===== src/rtl/sort_pkg.sv =====
// Shared definitions for the counting-sorter front end: parser states and
// default key width / frame sync marker.
package sort_pkg;

  localparam int unsigned VALUE_WIDTH_DEF = 10;
  localparam logic [7:0]  SYNC_BYTE_DEF   = 8'hA5;
  localparam int unsigned LEN_W           = 16;

  typedef enum logic [2:0] {
    S_SYNC,
    S_LEN_LO,
    S_LEN_HI,
    S_START,
    S_VAL_LO,
    S_VAL_HI,
    S_PUSH
  } parser_state_t;

endpackage


===== src/rtl/sort_frame_parser.sv =====
// Turns framed UART bytes (sync, 16-bit LE length, LE 16-bit keys) into the
// counting sorter's start pulse, held length and key stream.
module sort_frame_parser
  import sort_pkg::*;
#(
  parameter int unsigned VALUE_WIDTH = VALUE_WIDTH_DEF,
  parameter logic [7:0]  SYNC_BYTE   = SYNC_BYTE_DEF
) (
  input  logic                   clk_i,
  input  logic                   reset_i,
  input  logic [7:0]             rx_data_i,
  input  logic                   rx_valid_i,
  output logic                   rx_ready_o,
  input  logic                   sorter_busy_i,
  input  logic                   sorter_done_i,
  output logic                   start_o,
  output logic [LEN_W-1:0]       length_o,
  output logic [VALUE_WIDTH-1:0] value_o,
  output logic                   value_valid_o,
  input  logic                   value_ready_i,
  output logic                   range_err_o,
  output logic [7:0]             drop_cnt_o
);

  parser_state_t    state;
  logic [7:0]       len_lo;
  logic [7:0]       len_hi;
  logic [7:0]       val_lo;
  logic [LEN_W-1:0] remaining;

  logic             rx_fire_c;
  logic             push_fire_c;
  logic             start_ok_c;
  logic [LEN_W-1:0] len_word_c;
  logic [15:0]      val_word_c;

  assign rx_ready_o  = (state == S_SYNC)   || (state == S_LEN_LO) ||
                       (state == S_LEN_HI) || (state == S_VAL_LO) ||
                       (state == S_VAL_HI);
  assign rx_fire_c   = rx_valid_i && rx_ready_o;
  assign push_fire_c = value_valid_o && value_ready_i;
  // Sorter's done state (busy and done both high) is also a safe point to restart.
  assign start_ok_c  = !sorter_busy_i || sorter_done_i;
  assign len_word_c  = {len_hi, len_lo};
  assign val_word_c  = {rx_data_i, val_lo};

  always_ff @(posedge clk_i or posedge reset_i) begin
    if (reset_i) begin
      state         <= S_SYNC;
      len_lo        <= 8'd0;
      len_hi        <= 8'd0;
      val_lo        <= 8'd0;
      remaining     <= '0;
      start_o       <= 1'b0;
      length_o      <= '0;
      value_o       <= '0;
      value_valid_o <= 1'b0;
      range_err_o   <= 1'b0;
      drop_cnt_o    <= 8'd0;
    end else begin
      start_o <= 1'b0;
      case (state)
        S_SYNC: begin
          if (rx_fire_c) begin
            if (rx_data_i == SYNC_BYTE) begin
              state <= S_LEN_LO;
            end else if (drop_cnt_o != 8'hFF) begin
              drop_cnt_o <= drop_cnt_o + 8'd1;
            end
          end
        end
        S_LEN_LO: begin
          if (rx_fire_c) begin
            len_lo <= rx_data_i;
            state  <= S_LEN_HI;
          end
        end
        S_LEN_HI: begin
          if (rx_fire_c) begin
            len_hi <= rx_data_i;
            state  <= S_START;
          end
        end
        S_START: begin
          if (start_ok_c) begin
            length_o  <= len_word_c;
            start_o   <= 1'b1;
            remaining <= len_word_c;
            state     <= (len_word_c == '0) ? S_SYNC : S_VAL_LO;
          end
        end
        S_VAL_LO: begin
          if (rx_fire_c) begin
            val_lo <= rx_data_i;
            state  <= S_VAL_HI;
          end
        end
        S_VAL_HI: begin
          // Out-of-range keys are flagged but still forwarded truncated.
          if (rx_fire_c) begin
            value_o       <= val_word_c[VALUE_WIDTH-1:0];
            value_valid_o <= 1'b1;
            if ((val_word_c >> VALUE_WIDTH) != 16'd0) begin
              range_err_o <= 1'b1;
            end
            state <= S_PUSH;
          end
        end
        S_PUSH: begin
          if (push_fire_c) begin
            value_valid_o <= 1'b0;
            remaining     <= remaining - LEN_W'(1);
            state         <= (remaining == LEN_W'(1)) ? S_SYNC : S_VAL_LO;
          end
        end
        default: state <= S_SYNC;
      endcase
    end
  end

endmodule

===== config.mk =====
export PLATFORM = sky130hd
export DESIGN_NAME = sort_frame_parser
export DESIGN_NICKNAME = d
export VERILOG_FILES = /design/src/rtl/sort_pkg.sv /design/src/rtl/sort_frame_parser.sv
export SDC_FILE = /design/constraint.sdc
export NUM_CORES = 1
export LEC_CHECK = 0
export CAP_MARGIN = 20
export CORE_ASPECT_RATIO = 0.75
export CORE_MARGIN = 2
export CORE_UTILIZATION = 43
export CTS_CLUSTER_SIZE = 16
export DETAILED_ROUTE_END_ITERATION = 8
export GPL_ROUTABILITY_DRIVEN = 1
export PLACE_DENSITY = 0.7
export SLEW_MARGIN = 20
export SYNTH_ARGS = -nofsm -noshare
export SYNTH_HDL_FRONTEND = slang
export SYNTH_SLANG_ARGS = --single-unit
export TNS_END_PERCENT = 50

===== constraint.sdc =====
create_clock -name clk_i -period 2.3 [get_ports clk_i]
set_input_delay 0.46 -clock clk_i [delete_from_list [all_inputs] [get_ports clk_i]]
set_output_delay 0.46 -clock clk_i [all_outputs]
set_load 0.05 [all_outputs]

==> run metrics, run 1 <==
Setup CP Type=flop to flop; final standard cell area without fillers=4590 um2; net switching power figure=3.06 mW; antenna violations before repair=0; detailed-route DRC error count=0; flop and latch count out of synthesis=80; standby leakage power=2.02 nW; number of buffers on the longest clock path=2; count of max-cap constraint violations=0; Sinks on Clock Net=80; Rel. slew slack=65.0%; Worst setup startpoint=remaining[5]; worst hold path class=primary input to asynchronous set/reset pin; standard cell core area=7920 um2; worst slew pin tran=0.523 ns; clock latency of the later-clocked register in the worst-skew pair=0.37 ns; Max FO, Critical Path=5; clock-pin slew of the registers on the worst-case setup and hold paths=0.09 ns; fraction of power spent switching nets=44.7%; number of placed instances with taps included=488; P_int=3.79 mW; number of antenna repair diodes=0; count of H-tree levels built during CTS=3; run status=finished, final reports clean; post-synthesis area per instance=11.2 um2; kind of capture point of the worst setup path=flop; DRT Pass-1 Iters=5; Synth Instances=315; via/cell ratio=5.46; achievable frequency=452 MHz; proportion of power drawn by combinational gates=47.4%; worst reg2reg path startpoint=remaining[5]; routability cong.=0.836; final max-slew violation count=0; most frequent standard cell in the layout excluding fill and tap cells=sky130_fd_sc_hd__dfrtp_1; effective utilization at floorplan=44.7%; global-route wire length before repair=14,000 um; pre-CTS WS=-0.191 ns; category of the worst setup path launch point=flop; share of post-route cells with drive strength above 1=24.1%; placement-stage cell area=4380 um2; Post-synth EDFFs=0; data arrival time at the worst-slack endpoint=2.45 ns; area of the die=8970 um2; cell at the root of the clock tree=sky130_fd_sc_hd__clkbuf_8; via count=2,752; post-synthesis sequential area ratio=56.6%; number of hold violations in the final report=0; sequential group share of total power=37.7%; horizontal extent of the die=109 um; share of Yosys cell area claimed by the top area cell type=56.6%; count of nets left with antenna violations after detail routing=0; Post-Synthesis Net Count=332; half-perimeter wire length after detailed placement=5980 um; maximum number of pins on one net before global-route repair=34; via count of the first global-routing pass=2,756; commonest cells after routing, fill and taps aside=sky130_fd_sc_hd__dfrtp_1, sky130_fd_sc_hd__nand2_1, sky130_fd_sc_hd__clkdlybuf4s50_1; RSZ-0062 raised after global routing=yes; Die Y-Extent=82.5 um; Overall Global Routing Usage=20.6%; std cell rows=28; Cell Area, Synth=3540 um2; minimum period implied by the final worst setup slack=2.21 ns; Warnings, synthesis=0; Final WS setup=0.0885 ns; Data required, critical path=2.54 ns; Tcrit/Tclk final=96.2%; routed wire length per instance=16.3 um; setup tns final=0 ns; power density relative to cell area=1490 nW/um2; residual overflow from global routing=0; number of placed I/O pins=52; dominant cell type by area after synthesis=sky130_fd_sc_hd__dfrtp_1; Non-Filler Instances=504; most instantiated flip-flop cell in the synthesis netlist=sky130_fd_sc_hd__dfrtp_1; largest cells by area after synthesis=sky130_fd_sc_hd__dfrtp_1, sky130_fd_sc_hd__mux2_2, sky130_fd_sc_hd__nand2_1; I/O Buffers=51; share of flip-flops with an asynchronous set or reset after synthesis=100%; cts bufs inserted=9; final setup fails=0; TritonCTS clock tree=done; post-synthesis to final-layout area growth=29.9%; Detailed Route WL=8200 um; hold-fix buffer count after cts=0; 1st-iter DRT viols=142; worst setup skew after layout=0.0100 ns; NumNets Final=411; Clock power frac=15.0%; Peak VDD IR=0.834 mV; number of library cell types mapped by synthesis=52; total chip power=6.85 mW
[state kept, by name (all words and copies together) (netlist names)]
name / flops
len_lo: 8
length_o: 16
remaining: 16
start_o: 1
value_o: 10
val_lo: 8
range_err_o: 1
len_hi: 8
state: 3
drop_cnt_o: 8
value_valid_o: 1
[timing repair]
| action | in CTS | in global routing |
|---|---|---|
| setup endpoints to repair | 0 | 3 |
| gates resized for setup | 0 | 2 |
| buffers inserted | 0 | 0 |
[logic make-up after synthesis]
family | after synthesis | synth area share [%]
buf+inv | 19 | 2.26
compound gates | 49 | 9.73
fa+ha+maj | 3 | 1.06
flops | 80 | 56.6
simple gates | 123 | 17.7
mux | 35 | 11.1
xor+xnor | 6 | 1.49
[routing by layer]
metal | track usage, % | routed length (um) | up-vias | share of wire, %
li1 | - | - | 1309 | -
met1 | 28.3 | 3880 | 1349 | 47
met2 | 31.4 | 3700 | 86 | 45
met3 | 5.89 | 526 | 8 | 6.4
met4 | 7.31 | 93 | 0 | 1.1
met5 | 0 | 0 | - | 0
[worst paths after layout]
check,end,slack [ns],depth (start not counted)
hold reg to reg,length_o[14],0.48,2
hold / removal,length_o[8],0.46,2
setup / recovery,remaining[13],0.09,5
min in group clk_i,length_o[14],0.48,2
setup reg to reg,remaining[13],0.09,5
max in group asynchronous,length_o[15],1.33,3
[synth_stat cells, drive strengths merged, types with 6 or more instances]
| cell | number |
|---|---|
| a21oi | 8 |
| clkbuf | 8 |
| dfrtp | 80 |
| inv | 7 |
| mux2 | 35 |
| nand2 | 67 |
| nand4 | 6 |
| nor2 | 8 |
| nor4 | 7 |
| o211ai | 11 |
| o21ai | 10 |
| o311ai | 7 |
| or4 | 6 |
[stage by stage]
stage / util [%] / hold slack [ns]
3_3_place_gp: 55.3 / 0.457
2_1_floorplan: - / 0.471
3_5_place_dp: 55.3 / 0.459
5_1_grt: 58.0 / 0.490
6_report: 58.0 / 0.459
4_1_cts: 57.8 / 0.460
[power groups by stage]
stage	sequential, mW	clock (mW)	combinational (mW)
4_1_cts	2.57	1.06	3.26
3_5_place_dp	2.60	0	3.24
2_1_floorplan	3.47	0	1.24
6_report	2.58	1.03	3.25
5_1_grt	2.68	1.12	3.50
3_3_place_gp	2.56	0	3.18
[worst max-delay path, cell delays in order, from the launching register on]
cell                       delay [ns]
sky130_fd_sc_hd__dfrtp_1         0.40
sky130_fd_sc_hd__or4_4           0.57
sky130_fd_sc_hd__or2_4           0.26
sky130_fd_sc_hd__or4_4           0.52
sky130_fd_sc_hd__o311ai_4        0.22
sky130_fd_sc_hd__o211ai_1        0.12
[cell type report]
type,instances,area [um2]
Clock buffer,9,124
Clock inverter,7,71.3
Fill cell,695,3330
Inverter,7,30.0
Multi-Input combinational cell,216,1470
Sequential cell,80,2000
Tap cell,105,131
Timing Repair Buffer,80,763
(Power assumes the default switching activity.)
==> inputs of run 2 (changes only) <==
- CAP_MARGIN: 20 -> default
==> results of run 2 <==
Same layout as run 1: the final DEF is identical, and so are final timing and power.
==> inputs of run 3 (changes only) <==
- CORE_MARGIN: 2 -> 1
- CORE_UTILIZATION: 43 -> 49
- PLACE_DENSITY: 0.7 -> 0.78
==> run 3 against run 2 <==
Compared with the run above: core utilization grew 8.5 points; count of clock-buffer cells in the layout increased by 2; sequential power about the same; design area is 0.14% lower; total power increased by 1.1%.
==> run metrics, run 3 (synthesis gave the netlist of run 1 again) <==
number of cells upsized or downsized after cts=0 (unchanged); via count=2,785 (+1.2%); 1st-iter DRT viols=148 (+4.2%); fill count=582 (-16%); post-route worst hold slack=0.476 ns (+0.0160 ns); DRT Pass-1 Iters=4 (-1); final max-slew violation count=0 (unchanged); commonest cells after routing, fill and taps aside=sky130_fd_sc_hd__dfrtp_1, sky130_fd_sc_hd__nand2_1, sky130_fd_sc_hd__clkdlybuf4s50_1; power density relative to cell area=1510 nW/um2 (+1.3%); final setup fails=0 (unchanged); standard cell core area=6900 um2 (-13%); Setup Fix Bufs, Post-CTS=0 (unchanged); Peak VDD IR=0.847 mV (+1.5%); global-route wire length before repair=13,800 um (-1.6%); share of post-route cells with drive strength above 1=23.8% (-0.25 points); detailed-route DRC error count=0 (unchanged); count of max-cap constraint violations=0 (unchanged); hold path endpoint=length_o[14]; TritonCTS clock tree=done; data arrival time at the worst-slack endpoint=2.44 ns (about the same); std cell rows=26 (-7.1%); largest registers=length_o x16, remaining x16, value_o x10; total chip power=6.93 mW (+1.1%); residual overflow from global routing=0 (unchanged); Detailed Route WL=8240 um (+0.46%); half-perimeter wire length after detailed placement=5990 um (+0.18%); startpoint of the lowest-slack hold path=length_o[14]; pre-CTS WS=-0.193 ns (-0.00163 ns); number of placed I/O pins=52 (unchanged); Max FO, Critical Path=5 (unchanged); fin util=66.5% (+8.5 points); slack of the worst reg-to-reg path=0.09 ns (about the same); cts bufs inserted=9 (unchanged); number of cell instances on the worst register-to-register path=5 (unchanged); post-synthesis to final-layout area growth=29.7%; antenna violations before repair=0 (unchanged); routed wire length per instance=16.6 um (+1.9%); clock-pin slew of the registers on the worst-case setup and hold paths=0.08 ns (about the same); run status=finished, final reports clean; effective utilization at floorplan=51.3% (+6.6 points); Die Y-Extent=75.6 um (-8.4%); total area of multi-input combinational cells=1450 um2 (-1.1%); worst reg2reg path startpoint=remaining[6]; worst hold path class=flop to flop; Rel. slew slack=63.7% (-1.4 points); via count of the first global-routing pass=2,792 (+1.3%); final standard cell area without fillers=4590 um2 (-0.14%); kind of capture point of the worst setup path=flop; via/cell ratio=5.60 (+2.6%); worst setup skew after layout=0.0131 ns (+0.00313 ns); Reg area=2000 um2 (unchanged); achievable frequency=452 MHz (-0.14%); NumNets Final=411 (unchanged); routability cong.=0.810 (-3.1%); Final WS setup=0.0853 ns (-0.00318 ns); RSZ-0062 raised after global routing=no; Sinks on Clock Net=80 (unchanged); most frequent standard cell in the layout excluding fill and tap cells=sky130_fd_sc_hd__dfrtp_1; number of antenna repair diodes=0 (unchanged); placement-stage cell area=4370 um2 (-0.20%); standby leakage power=2.02 nW (-0.14%); number of buffers on the longest clock path=2 (unchanged); minimum period implied by the final worst setup slack=2.21 ns (+0.00318 ns); count of H-tree levels built during CTS=3 (unchanged); Data required, critical path=2.52 ns (-0.02 ns); clock latency of the later-clocked register in the worst-skew pair=0.36 ns (about the same); Tcrit/Tclk final=96.3% (+0.14 points); category of the worst setup path launch point=flop; maximum number of pins on one net before global-route repair=28 (-18%); Setup CP Type=flop to flop; worst slew pin tran=0.544 ns (+0.0210 ns); Hold Path Stages=2; count of nets left with antenna violations after detail routing=0 (unchanged); reg-to-reg endpoint=remaining[13]; I/O Buffers=51 (unchanged); cell at the root of the clock tree=sky130_fd_sc_hd__clkbuf_8; area of the die=7560 um2 (-16%); horizontal extent of the die=100 um (-7.9%); number of hold violations in the final report=0 (unchanged); hold-fix buffer count after cts=0 (unchanged); Overall Global Routing Usage=24.3% (+3.7 points)
## run 3: worst max-delay path by stage
stage / startpoint / end / slack, ns / cells past startpoint
2_1_floorplan: state[0] / rx_ready_o / 0.01 / 3
3_3_place_gp: rx_valid_i / drop_cnt_o[6] / -0.14 / 7
3_5_place_dp: rx_valid_i / drop_cnt_o[6] / -0.19 / 7
4_1_cts: remaining[6] / state[2] / 0.08 / 4
5_1_grt: remaining[6] / state[2] / 0.003 / 4
6_report: remaining[6] / remaining[13] / 0.09 / 5
## run 3: through the flow
step	TNS, ns	instances
after floorplan	0	315
after global placement	-0.686	481
after detailed placement	-1.05	481
after CTS	0	497
after global routing	0	497
final	0	497
## run 3: critical path, stage by stage, from the launching register on
cell and delay, ns:
sky130_fd_sc_hd__dfrtp_1 0.42, sky130_fd_sc_hd__or4_4 0.57, sky130_fd_sc_hd__or2_4 0.26, sky130_fd_sc_hd__or4_4 0.50
sky130_fd_sc_hd__o311ai_2 0.22, sky130_fd_sc_hd__o211ai_1 0.12
## run 3: report_power, final
group,switching (mW),leakage (nW),internal (mW)
clock,0.530,0.102,0.566
sequential,0.529,0.995,2.06
combinational,1.95,0.923,1.30
total,3.00,2.02,3.93
## run 3: cell type report
cell class,instances,share of cell area [%]
well taps,98,2.67
flip-flops and latches,80,43.7
multi-input cells,216,31.7
clock buffers,11,3.30
repair buffers,80,16.6
inverters,7,0.655
clock inverters,5,1.36
## run 3: metal layers
layer	GRT usage, %	vias up	wire [um]
met5	0	-	0
met2	39.3	69	3790
met3	5.41	11	328
met1	33.3	1406	4010
li1	-	1299	-
met4	7.89	0	117
